**src/rtl/mem_ctrl.sv**
```systemverilog
// Byte-serial memory controller: arbitrates instruction fetch and load/store
// requests onto an 8-bit RAM port, with a write stall for the IO buffer window.
module mem_ctrl (
    input  logic        clk,
    input  logic        rst,
    input  logic        rdy,
    input  logic        IC_rn,
    input  logic [31:0] IC_addr,
    output logic        IC_ready,
    output logic [31:0] IC_value,
    input  logic        LS_en,
    input  logic        LS_wr,
    input  logic [1:0]  LS_len,
    input  logic [31:0] LS_addr,
    input  logic [31:0] LS_wdata,
    output logic        LS_ready,
    output logic [31:0] LS_rdata,
    input  logic [7:0]  mem_din,
    output logic [7:0]  mem_dout,
    output logic [31:0] mem_a,
    output logic        mem_wr,
    input  logic        io_buffer_full
);
    typedef enum logic [1:0] {S_IDLE = 2'd0, S_READ = 2'd1, S_WRITE = 2'd2} state_t;

    state_t      r_state;
    state_t      w_state_next;
    logic        r_sel_ic;
    logic        r_prio_ls;
    logic        r_rdy_q;
    logic [2:0]  r_n;
    logic [2:0]  r_issue;
    logic [2:0]  r_cap;
    logic        r_a_valid;
    logic        r_d_valid;
    logic [31:0] r_base;
    logic [31:0] r_wdata;
    logic [31:0] r_buf;
    logic [31:0] r_mem_a;
    logic [31:0] r_ic_value;
    logic [31:0] r_ls_rdata;
    logic [7:0]  r_mem_dout;
    logic        r_mem_wr;
    logic        r_ic_ready;
    logic        r_ls_ready;

    logic        w_grant_ls;
    logic        w_grant_ic;
    logic        w_accept;
    logic        w_acc_write;
    logic        w_acc_stall;
    logic        w_wr_stall;
    logic [2:0]  w_acc_n;
    logic [31:0] w_acc_addr;
    logic [31:0] w_wr_addr;
    logic [31:0] w_buf_next;
    logic [7:0]  w_wr_byte;
    logic        w_rd_last;
    logic        w_wr_done;

    function automatic logic is_io(input logic [15:0] addr_hi);
        return addr_hi == 16'h0003;
    endfunction

    // LS wins a tie when r_prio_ls is set; the pointer flips to the other side on every grant.
    assign w_grant_ls  = LS_en & (~IC_rn | r_prio_ls);
    assign w_grant_ic  = IC_rn & ~w_grant_ls;
    assign w_accept    = (r_state == S_IDLE) & (IC_rn | LS_en);
    assign w_acc_write = w_grant_ls & LS_wr;
    assign w_acc_addr  = w_grant_ic ? IC_addr : LS_addr;
    assign w_acc_n     = (w_grant_ic | LS_len[1]) ? 3'd4 : (LS_len[0] ? 3'd2 : 3'd1);
    assign w_acc_stall = is_io(w_acc_addr[31:16]) & io_buffer_full;
    assign w_wr_addr   = r_base + {29'd0, r_issue};
    assign w_wr_stall  = is_io(w_wr_addr[31:16]) & io_buffer_full;
    assign w_wr_byte   = r_wdata[{r_issue[1:0], 3'b000} +: 8];
    assign w_rd_last   = r_rdy_q & r_d_valid & (r_cap == (r_n - 3'd1));
    assign w_wr_done   = (r_issue == r_n);

    // Merge the byte arriving on mem_din into the assembled read word
    always_comb begin
        w_buf_next = r_buf;
        w_buf_next[{r_cap[1:0], 3'b000} +: 8] = mem_din;
    end

    // Next-state selection
    always_comb begin
        w_state_next = r_state;
        case (r_state)
            S_IDLE: begin
                if (w_accept) w_state_next = w_acc_write ? S_WRITE : S_READ;
                else          w_state_next = S_IDLE;
            end
            S_READ: begin
                if (w_rd_last) w_state_next = S_IDLE;
                else           w_state_next = S_READ;
            end
            S_WRITE: begin
                if (w_wr_done) w_state_next = S_IDLE;
                else           w_state_next = S_WRITE;
            end
            default: w_state_next = S_IDLE;
        endcase
    end

    // State register, frozen while rdy is low
    always_ff @(posedge clk) begin
        if (rst)      r_state <= S_IDLE;
        else if (rdy) r_state <= w_state_next;
        else          r_state <= r_state;
    end

    // Datapath: request latch, RAM address/data pipeline, result and ready registers
    always_ff @(posedge clk) begin
        if (rst) begin
            r_sel_ic   <= 1'b0;
            r_prio_ls  <= 1'b1;
            r_rdy_q    <= 1'b1;
            r_n        <= 3'd0;
            r_issue    <= 3'd0;
            r_cap      <= 3'd0;
            r_a_valid  <= 1'b0;
            r_d_valid  <= 1'b0;
            r_base     <= 32'd0;
            r_wdata    <= 32'd0;
            r_buf      <= 32'd0;
            r_mem_a    <= 32'd0;
            r_mem_dout <= 8'd0;
            r_mem_wr   <= 1'b0;
            r_ic_ready <= 1'b0;
            r_ls_ready <= 1'b0;
            r_ic_value <= 32'd0;
            r_ls_rdata <= 32'd0;
        end else begin
            r_rdy_q <= rdy;
            if (rdy) begin
                r_mem_wr   <= 1'b0;
                r_ic_ready <= 1'b0;
                r_ls_ready <= 1'b0;
                case (r_state)
                    S_IDLE: begin
                        if (w_accept) begin
                            r_sel_ic  <= w_grant_ic;
                            r_prio_ls <= w_grant_ic;
                            r_n       <= w_acc_n;
                            r_base    <= w_acc_addr;
                            r_wdata   <= LS_wdata;
                            r_buf     <= 32'd0;
                            r_cap     <= 3'd0;
                            r_d_valid <= 1'b0;
                            r_a_valid <= ~w_acc_write;
                            if (w_acc_write && w_acc_stall) begin
                                r_issue <= 3'd0;
                            end else begin
                                r_mem_a <= w_acc_addr;
                                r_issue <= 3'd1;
                                if (w_acc_write) begin
                                    r_mem_dout <= LS_wdata[7:0];
                                    r_mem_wr   <= 1'b1;
                                end
                            end
                        end
                    end
                    S_READ: begin
                        // After a pause the RAM output is stale: restart from the next uncaptured byte.
                        if (!r_rdy_q) begin
                            r_mem_a   <= r_base + {29'd0, r_cap};
                            r_issue   <= r_cap + 3'd1;
                            r_a_valid <= 1'b1;
                            r_d_valid <= 1'b0;
                        end else begin
                            if (r_d_valid) begin
                                r_buf <= w_buf_next;
                                r_cap <= r_cap + 3'd1;
                            end
                            if (w_rd_last) begin
                                if (r_sel_ic) begin
                                    r_ic_value <= w_buf_next;
                                    r_ic_ready <= 1'b1;
                                end else begin
                                    r_ls_rdata <= w_buf_next;
                                    r_ls_ready <= 1'b1;
                                end
                            end
                            r_d_valid <= r_a_valid;
                            if (r_issue < r_n) begin
                                r_mem_a   <= r_base + {29'd0, r_issue};
                                r_issue   <= r_issue + 3'd1;
                                r_a_valid <= 1'b1;
                            end else begin
                                r_a_valid <= 1'b0;
                            end
                        end
                    end
                    S_WRITE: begin
                        if (w_wr_done) begin
                            r_ls_ready <= 1'b1;
                        end else if (!w_wr_stall) begin
                            r_mem_a    <= w_wr_addr;
                            r_mem_dout <= w_wr_byte;
                            r_mem_wr   <= 1'b1;
                            r_issue    <= r_issue + 3'd1;
                        end
                    end
                    default: r_mem_wr <= 1'b0;
                endcase
            end
        end
    end

    // Outputs: strobes are masked while the system is paused
    always_comb begin
        IC_ready = r_ic_ready & rdy;
        LS_ready = r_ls_ready & rdy;
        mem_wr   = r_mem_wr & rdy;
        IC_value = r_ic_value;
        LS_rdata = r_ls_rdata;
        mem_a    = r_mem_a;
        mem_dout = r_mem_dout;
    end
endmodule

```
**config.mk**
```make
export PLATFORM = sky130hd
export DESIGN_NAME = mem_ctrl
export DESIGN_NICKNAME = d
export VERILOG_FILES = /design/src/rtl/mem_ctrl.sv
export SDC_FILE = /design/constraint.sdc
export NUM_CORES = 1
export LEC_CHECK = 0
export CORE_MARGIN = 4
export CORE_UTILIZATION = 40
export CTS_CLUSTER_DIAMETER = 50
export DETAILED_ROUTE_END_ITERATION = 8
export SLEW_MARGIN = 10
export SYNTH_ARGS = -nofsm -noshare
export SYNTH_HDL_FRONTEND = slang
export SYNTH_SLANG_ARGS = --single-unit
```
**constraint.sdc**
```tcl
create_clock -name clk -period 4.15 [get_ports clk]
set_clock_uncertainty 0.05 [all_clocks]
set_input_delay 0.83 -clock clk [delete_from_list [all_inputs] [get_ports clk]]
set_output_delay 0.83 -clock clk [all_outputs]
set_load 0.01 [all_outputs]
```
==> results of run 1 <==
==> worst paths after layout <==
check | from | to | slack [ps] | cells past startpoint
worst max-delay path | r_base[0] | mem_a[22] | 490 | 11
worst min-delay path | r_buf[12] | r_buf[12] | 390 | 2
worst max register to register | r_base[0] | mem_a[22] | 490 | 11
worst min register to register | r_buf[12] | r_buf[12] | 390 | 2
==> power by group through the flow <==
stage                     combinational, uW  clock (uW)  sequential [uW]
after floorplan                         536           0             2320
after global placement                  918           0             2360
after detailed placement                923           0             2360
after CTS                               927        2460             2310
after global routing                   1010        2550             2330
final                                   925        2400             2320
==> critical path: stages, from the launching register on <==
cell      delay, ps
dfxtp_1         370
ha_1            190
inv_1            60
fa_1            430
nor2b_1         360
o211ai_1        180
a21oi_1         330
a22oi_1         260
or2_2           410
o311ai_0        590
nand4_1         190
a21oi_1         170
==> kinds of logic (layout without fill, tap and decap cells) <==
logic type | Yosys count | after routing
AOI/OAI and AO/OA | 427 | 427
xor gates and xnor gates | 15 | 15
adders and majority gates | 23 | 23
buffers and inverters | 149 | 346
DFF | 219 | 219
muxes | 52 | 52
and+or+nand+nor | 536 | 536
==> registers in the layout, indices dropped and copies added (netlist names), 2 cells and up <==
register	flops
IC_value	32
LS_rdata	32
mem_a	32
r_base	32
r_buf	32
r_wdata	32
mem_dout	8
r_cap	3
r_issue	3
r_n	3
r_state	2
==> stage by stage <==
stage               hold WS (ps)  util [%]  instance area [um^2]  setup WS [ps]
floorplan                    377         -                 11400            677
global placement             383      50.0                 14000            329
detailed placement           388      50.0                 14000            260
CTS                          396      53.3                 14900            627
global route                 408      53.3                 14900            436
finish                       394      53.3                 14900            490
==> cell type report <==
class / count / area, um^2 / area share [%]
repair buffers: 265 / 2560 / 17.2
multi-input cells: 1053 / 6450 / 43.3
clock inverters: 12 / 159 / 1.07
well taps: 378 / 473 / 3.17
clock buffers: 38 / 768 / 5.15
inverters: 31 / 116 / 0.780
flip-flops and latches: 219 / 4380 / 29.4
==> cell usage in the layout, fill, tap and decap left out, types with 8 or more instances in the layout <==
master / n
a21oi_1: 164
clkbuf_16: 28
nor2_1: 148
clkdlybuf4s50_1: 218
inv_1: 29
nand2_1: 161
or3_1: 48
o21ai_0: 56
o211ai_1: 15
nor2b_1: 35
buf_4: 44
and2_1: 8
ha_1: 21
mux2i_1: 42
nand4_1: 26
nand3_1: 30
nor3_1: 19
a211oi_1: 107
nor4_1: 14
o311ai_0: 10
xnor2_1: 9
mux4_2: 8
dfxtp_1: 219
==> metal layers <==
layer	GRT usage (%)	routed length, um
met5	0	0
met1	33.4	17500
met2	36.8	17000
met3	4.44	2680
met4	7.06	1170
==> results by group, run 1 <==
Power
  – Pwr Total: 5640 uW
  – Sequential Power Share: between 40% and 50%
  – Pwr Density: approximately 380 mW/mm^2
  – Clk pwr share: between 40% and 50%
  – Static leakage: 0.00509 uW
  – Power Internal: a little over 4000 uW
  – Comb power frac: between 15 and 20%
  – Sw frac: roughly 28%
  – Worst vdd ir: between 0.0002 and 0.0003 V
  – Sw Pwr: 1600 uW

Clock network
  – CTS tree: built
  – Post-CTS Hold Buffers: 0
  – Worst-path clk slew: roughly 60 ps
  – Htree depth: 1
  – Inserted Clock Buffers: 28
  – Max clock buf depth: 3
  – Sink Count: 219
  – Post-CTS Resized: 0
  – Clock latency on the worst-skew pair: roughly 560 ps
  – Root buf cell: clkbuf_16
  – Post-CTS Setup Bufs: 0

Route
  – Drt first-iter violations: 850
  – Pre-Repair DR Iteration Count: 5
  – Remaining DRCs: 0
  – Detailed-route wire length: 38,400 um
  – Total number of vias: approximately 11,000
  – WL per Instance: between 15 and 20 um
  – DR vias/cell: 5.59
  – Antenna-violating nets left: 0

Global route
  – Initial antenna violation count: 0
  – Total GRT Usage: around a quarter
  – Pin count of the biggest net entering global routing: between 150 and 200
  – GRT overflow: 0
  – Vias in the first global route: about 11,000
  – First-pass GRT wire length: between 50,000 and 60,000 um

Timing
  – TNS Setup: 0 ps
  – Final Hold Viols: 0
  – Slew Viols, Final: 0
  – Final Critical Period: between 3000 and 4000 ps
  – Fmax: around 270 MHz
  – Measured slew at the worst slew-check pin: between 900 and 1000 ps
  – Period utilization: about nine tenths
  – Final setup viols: 0
  – Relative slew slack: around 34%
  – Unrepaired setup endpoints after global routing: false

Final layout
  – Post-route insts no fill: ~2,000
  – Share of cells above drive strength 1: roughly 8%
  – Fill cell total of the finished layout: between 2,000 and 3,000
  – Syn-to-layout area delta: 30.6%
  – Antenna Diode Count: 0
  – Nets: about 1,700

Critical path
  – Crit-path max FO: 6
  – Crit path DAT: 4080 ps
  – CP endpoint kind: register
  – Critical path class: register to register
  – Worst path required time: 4570 ps
  – Startpoint types: register

Floorplanning
  – I/O pin cnt: 220
  – FP Rows: just over 60
  – Die H: 177 um
  – Die width: between 150 and 200 um
  – CORE AREA: between 0.02 and 0.03 mm^2
  – Die ar.: between 0.03 and 0.04 mm^2
  – Initial Util: 40.8%

Run
  – MaxCap Viol Count: 0

Logic synthesis
  – Synth async-reset ratio: 0%
  – Seq cells post-synth: around 220
  – Post-synthesis adder-cell area fraction: 2.65%
  – Share of the yosys chip area belonging to registers: between 30% and 40%
  – Library cells used by synthesis: between 70 and 80
  – Main combinational cell family by area after synthesis: compound AO/OA/AOI/OAI gates
  – Synthesized area per cell: between 8 and 9 um^2
  – Post-Synth XOR/XNOR Area: under 10%
  – Post-synthesis simple-gate area fraction: about 23%
  – Syn Nets: between 1,500 and 2,000
  – Multiplexer share of the synthesized area: 5.45%
  – Primary FF master, synth: dfxtp_1
  – Syn Inst Count: approximately 1,400
  – Ranking of synthesized cells by area: dfxtp_1, a21oi_1, a211oi_1
  – Synth cell count leaders: dfxtp_1, a21oi_1, nand2_1
  – Most common cell in the netlist: dfxtp_1
  – Post-synthesis compound-gate area fraction: 24.2%
  – Yosys top cell area share: 38.4%
  – Post-synth EDFFs: 0
  – Cell Area, Synth: ~0.011 mm^2
  – Post-synth top area cell: dfxtp_1
  – YS warnings: 0

Placement
  – Placer Congestion: 0.928
  – Placed insts: 1,946
  – Count of buffers from port buffering: between 200 and 250
  – Post-DP HPWL: between 20,000 and 30,000 um

Hold path
  – Hold Path Class: register to register

Status
  – Status: complete, no violations
Note: power is estimated with default switching activity, not from simulation.
==> inputs of run 2 (changes only) <==
==> constraint.sdc (replaced) <==
create_clock -name clk -period 3.39 [get_ports clk]
set_clock_uncertainty 0.05 [all_clocks]
set_input_delay 0.678 -clock clk [delete_from_list [all_inputs] [get_ports clk]]
set_output_delay 0.678 -clock clk [all_outputs]
set_load 0.01 [all_outputs]
==> run 2 against run 1 <==
  * Total power rose by 29%
  * Via count grew 4.3%
  * Clock-buffer cell count fell by 1
  * Global-route usage rose by 0.60 points
  * Worst hold slack barely moved
==> results by group, run 2 (same netlist as run 1, synthesis figures left out) <==
Run
  – MaxCap Viol Count: 0

Route
  – WL per Instance: slightly below 20 um
  – Remaining DRCs: 0
  – Pre-Repair DR Iteration Count: 7
  – Antenna-violating nets left: 0
  – Total number of vias: 11,600
  – Detailed-route wire length: 39,700 um
  – Drt first-iter violations: a little over 900
  – DR vias/cell: around 5.6

Placement
  – Place WS: -185 ps
  – Post-DP HPWL: around 29,000 um
  – Placer Congestion: between 0.9 and 1
  – Count of buffers from port buffering: 219
  – Cell Area, Placed: between 0.01 and 0.015 mm^2

Critical path
  – Buf/Inv on CP: 3
  – CP most frequent cell: buf_4
  – Worst path required time: 3760 ps
  – Startpoint types: register
  – CP endpoint kind: register
  – Worst path cell trace: buf_4 > ha_1 > nand3_1 > a2111oi_4 > buf_4 > nand2b_1 > xnor2_1 > nand3_4 > or4_4 > buf_6 > a21oi_2 > a211oi_2
  – Crit path DAT: about 3700 ps
  – Cell family contributing the most delay on the critical path: simple AND/OR/NAND/NOR gates
  – Crit-path slowest cell: or4_4
  – Slowest cell delay on critical path: roughly 630 ps
  – Crit-path max FO: 12
  – Critical path class: register to register

Clock network
  – Htree depth: 1
  – Clock latency on the worst-skew pair: 550 ps
  – Root buf cell: clkbuf_16
  – Inserted Clock Buffers: 28
  – CTS tree: built
  – Sink Count: approximately 220
  – Post-CTS Hold Buffers: 0
  – Max clock buf depth: 3
  – Worst-path clk slew: 60 ps

Power
  – Power Internal: around 5300 uW
  – Sequential Power Share: roughly 39%
  – Comb power frac: between 10% and 20%
  – Worst vdd ir: roughly 0.00041 V
  – Pwr Density: roughly 460 mW/mm^2
  – Sw Pwr: around 2000 uW
  – Static leakage: approximately 0.0055 uW
  – Clk pwr share: between 40 and 50%
  – Sw frac: roughly 28%

Global route
  – Vias in the first global route: about 11,000
  – Pin count of the biggest net entering global routing: 110
  – GRT overflow: 0
  – First-pass GRT wire length: between 60,000 and 70,000 um
  – Total GRT Usage: about 24%
  – Initial antenna violation count: 0

Final layout
  – Fin area: approximately 0.016 mm^2
  – Syn-to-layout area delta: 37.5%
  – Antenna Diode Count: 0
  – Commonest cells after routing, fill and taps aside: clkdlybuf4s50_1, dfxtp_1, nand2_1
  – Nets: between 1,500 and 2,000
  – Share of cells above drive strength 1: ~13%
  – Commonest non-fill, non-tap cell in the layout: clkdlybuf4s50_1

Floorplanning
  – Initial Util: between 40 and 50%
  – I/O pin cnt: 220
  – FP Rows: 61
  – Die H: approximately 180 um
  – CORE AREA: between 0.02 and 0.03 mm^2
  – Die width: 177 um
  – Die ar.: 0.0313 mm^2

Timing
  – Final WS setup: between 15 and 20 ps
  – Measured slew at the worst slew-check pin: 750 ps
  – Final setup viols: 0
  – Fmax: about 300 MHz
  – Final Hold Viols: 0
  – Period utilization: between 90% and 100%
  – Final Critical Period: 3370 ps
  – Relative slew slack: 49.9%
  – Unrepaired setup endpoints after global routing: true
  – Slew Viols, Final: 0

Status
  – Status: complete, no violations

Hold path
  – Hold Path Class: register to register
-- run 2: cell types whose count changed in the layout (fill, tap and decap cells not counted), moves of 3 or more --
cell and delta:
a21oi_1 -5, a21oi_2 +5, buf_12 +6, buf_4 +53, buf_6 +4, bufinv_16 +3, o21ai_0 -4
-- run 2: final cells by class --
class,instances,area (um^2)
Clock buffer,37,774
Clock inverter,15,238
Fill cell,2661,12300
Inverter,31,116
Multi-Input combinational cell,1054,6590
Sequential cell,219,4390
Tap cell,378,473
Timing Repair Buffer,328,3130
-- run 2: final timing paths --
| path | from | end | slack [ps] | cells after the start |
|---|---|---|---|---|
| setup reg to reg | r_issue[1] | mem_a[13] | 20 | 12 |
| hold / removal | r_buf[16] | r_buf[16] | 390 | 2 |
| hold reg to reg | r_buf[16] | r_buf[16] | 390 | 2 |
| setup / recovery | r_issue[1] | mem_a[13] | 20 | 12 |
-- run 2: what timing repair did --
| item | 4_1_cts | 5_1_grt |
|---|---|---|
| pin swaps | 0 | 19 |
| resized for setup | 2 | 35 |
| hold endpoints to repair | 0 | 0 |
| setup buffers | 1 | 1 |
| cloned | 0 | 1 |
| setup endpoints to repair | 34 | 44 |
-- run 2: metal layers --
metal  vias up  GRT usage [%]  share of wire (%)
met5         -              0                  0
met4         0           5.77                2.2
met3        61           4.64                7.3
met2       396           38.3                 45
met1      5560           34.3                 45
li1       5626              -                  -
-- run 2: worst min-delay path, stage by stage, from the launching register on --
cell and delay (ps):
dfxtp_1 300, nand2_1 50, a21oi_1 50
-- run 2: power groups by stage --
stage	clock, uW	combinational (uW)	sequential (uW)
finish	3180	1270	2810
global route	3350	1380	2820
CTS	3250	1240	2800
detailed placement	0	1230	2860
global placement	0	1230	2860
floorplan	0	656	2840
-- run 2: through the flow --
step,utilization [%],hold slack [ps],std cells,setup TNS (ps),power (uW)
after floorplan,-,377,1421,0,3490
after global placement,51.9,383,2007,-1680,4090
after detailed placement,51.9,388,2007,-4000,4090
after CTS,55.5,396,2060,0,7290
after global routing,56.1,409,2062,-1680,7550
final,56.1,394,2062,0,7270
==> inputs of run 3 (changes only) <==
--- a/config.mk
+++ b/config.mk
@@ -9,6 +9,7 @@
 export CORE_UTILIZATION = 40
 export CTS_CLUSTER_DIAMETER = 50
 export DETAILED_ROUTE_END_ITERATION = 8
+export SETUP_SLACK_MARGIN = 0.1
 export SLEW_MARGIN = 10
 export SYNTH_ARGS = -nofsm -noshare
 export SYNTH_HDL_FRONTEND = slang
==> run 3 against run 2 <==
  * Worst setup slack gained 98 ps
  * Clock-buffer cell count shrank 3
  * Final area shrank 0.92%
  * Clock power shrank 4%
  * Combinational power is essentially flat
  * Die area is the same
  * Routed wire length is essentially flat
  * Utilization shrank 0.52 points
  * Worst hold slack gained 0.77 ps
  * Fmax grew 3.0%
  * Sequential power is essentially flat
  * Largest power group unchanged
  * Highest routed layer is now met5
==> results by group, run 3 (same netlist as run 1, synthesis figures left out) <==
Status
  – Status: complete, no violations

Floorplanning
  – FP Rows: between 60 and 70
  – Die width: approximately 180 um
  – Die H: 177 um
  – Initial Util: 40.8%
  – I/O pin cnt: 220
  – Die ar.: 0.0313 mm^2
  – CORE AREA: about 0.028 mm^2

Route
  – Pre-Repair DR Iteration Count: 7
  – Remaining DRCs: 0
  – Antenna-violating nets left: 0
  – DR vias/cell: around 5.6
  – Drt first-iter violations: ~860
  – Detailed-route wire length: 39,700 um
  – Total number of vias: about 12,000
  – WL per Instance: approximately 19 um

Critical path
  – Slowest cell delay on critical path: 520 ps
  – Critical path class: register to register
  – Startpoint types: register
  – Crit-path max FO: 8
  – Worst path cell trace: ha_4 > inv_2 > fa_2 > nand2b_4 > a2111oi_4 > nand4_1 > a221oi_2 > nand3_2 > or4_4 > buf_8 > a21oi_1 > a211oi_1
  – CP endpoint kind: register
  – Worst path required time: roughly 3700 ps
  – Crit path DAT: roughly 3600 ps
  – Crit-path slowest cell: or4_4

Power
  – Sequential Power Share: just under 40%
  – Sw Pwr: approximately 2000 uW
  – Clk pwr share: approximately 43%
  – Static leakage: around 0.0054 uW
  – Comb power frac: around 17%
  – Sw frac: between 20 and 30%
  – Pwr Density: 458 mW/mm^2
  – Power Internal: 5130 uW
  – Worst vdd ir: between 0.0003 and 0.0004 V

Clock network
  – CTS tree: built
  – Worst-path clk slew: roughly 60 ps
  – Max clock buf depth: 3
  – Root buf cell: clkbuf_16
  – Clock latency on the worst-skew pair: 550 ps
  – Inserted Clock Buffers: 27
  – Sink Count: approximately 220
  – Htree depth: 1

Global route
  – M2 GR Usage: between 30% and 40%
  – GRT overflow: 0
  – Pin count of the biggest net entering global routing: 79
  – Grt met3 use: 4.98%
  – Gr busiest metal: met2
  – GR Layer Usage met1: between 30% and 40%
  – Total GRT Usage: about 24%
  – Vias in the first global route: approximately 11,000
  – Initial antenna violation count: 2
  – First-pass GRT wire length: 60,900 um

Final layout
  – Commonest non-fill, non-tap cell in the layout: clkdlybuf4s50_1
  – Antenna Diode Count: 0
  – Share of cells above drive strength 1: between 10% and 20%
  – Final Util: 55.6%
  – Syn-to-layout area delta: 36.2%
  – Commonest cells after routing, fill and taps aside: clkdlybuf4s50_1, dfxtp_1, nand2_1
  – Nets: 1,786

Timing
  – Fmax: slightly above 300 MHz
  – Final Hold Viols: 0
  – Final setup viols: 0
  – Relative slew slack: 34.1%
  – Slew Viols, Final: 0
  – Final Critical Period: ~3300 ps
  – Unrepaired setup endpoints after global routing: true
  – Measured slew at the worst slew-check pin: between 900 and 1000 ps
  – Final WS setup: 117 ps
  – Period utilization: 96.6%

Hold path
  – Hold Path Class: register to register

Placement
  – Post-DP HPWL: slightly below 30,000 um
  – Count of buffers from port buffering: between 200 and 250
  – Placer Congestion: just under 1
  – Place WS: -225 ps

Run
  – MaxCap Viol Count: 0
## run 3: cell count changes in the layout (fill, tap and decap cells not counted), moves of 2 or more
cell | before | now
o21ai_2 | 2 | 0
nand2_8 | 2 | 0
clkinvlp_4 | 2 | 0
clkbuf_1 | 5 | 3
buf_4 | 97 | 88
o21ai_1 | 7 | 5
buf_6 | 5 | 2
inv_6 | 1 | 3
o21ai_0 | 52 | 56
## run 3: through the flow
step / instance area (um^2) / cells / TNS [ps] / total power, uW / hold WS (ps)
3_3_place_gp: 14500 / 1996 / -1300 / 4080 / 383
5_1_grt: 15600 / 2047 / 0 / 7390 / 415
4_1_cts: 15400 / 2045 / 0 / 7160 / 396
6_report: 15600 / 2047 / 0 / 7120 / 395
3_5_place_dp: 14500 / 1996 / -2700 / 4090 / 390
2_1_floorplan: 11400 / 1421 / 0 / 3490 / 377
## run 3: routing by layer
metal  wire [um]  vias to the layer above
met2       17800                      365
li1            -                     5616
met4        1230                        4
met5          21                        -
met1       17900                     5460
met3        2700                       76
## run 3: layout make-up
| type | instances | area [um^2] |
|---|---|---|
| clock buffers | 34 | 742 |
| clock inverters | 14 | 206 |
| fillers | 2669 | 12400 |
| inverters | 31 | 116 |
| multi-input cells | 1053 | 6580 |
| flip-flops and latches | 219 | 4390 |
| well taps | 378 | 473 |
| repair buffers | 318 | 3060 |
## run 3: timing repair
action                     4_1_cts  5_1_grt
pin swaps                        0        8
hold buffers                     0        0
setup endpoints to repair       21       43
gates resized for setup          3       27
setup buffers                    1        2
## run 3: final timing paths
| check | cells past startpoint | to | start | slack (ps) |
|---|---|---|---|---|
| setup reg to reg | 12 | mem_a[14] | r_issue[0] | 120 |
| hold reg to reg | 2 | r_buf[10] | r_buf[10] | 390 |
| hold / removal | 2 | r_buf[10] | r_buf[10] | 390 |
| setup / recovery | 12 | mem_a[14] | r_issue[0] | 120 |
## run 3: critical path, delay by kind of cell, from the launching register on
family,cells,cell delay (ps)
AND/OR/NAND/NOR,4,1050
AO/OA/AOI/OAI,4,880
buffers and inverters,2,220
flip-flops,1,360
adder cells (fa/ha/maj),2,560
## run 3: power by group through the flow
| stage | Clock, uW | Combinational (uW) | Sequential, uW |
|---|---|---|---|
| 2_1_floorplan | 0 | 656 | 2840 |
| 3_3_place_gp | 0 | 1200 | 2870 |
| 3_5_place_dp | 0 | 1210 | 2880 |
| 4_1_cts | 3120 | 1220 | 2820 |
| 5_1_grt | 3210 | 1340 | 2840 |
| 6_report | 3050 | 1240 | 2830 |
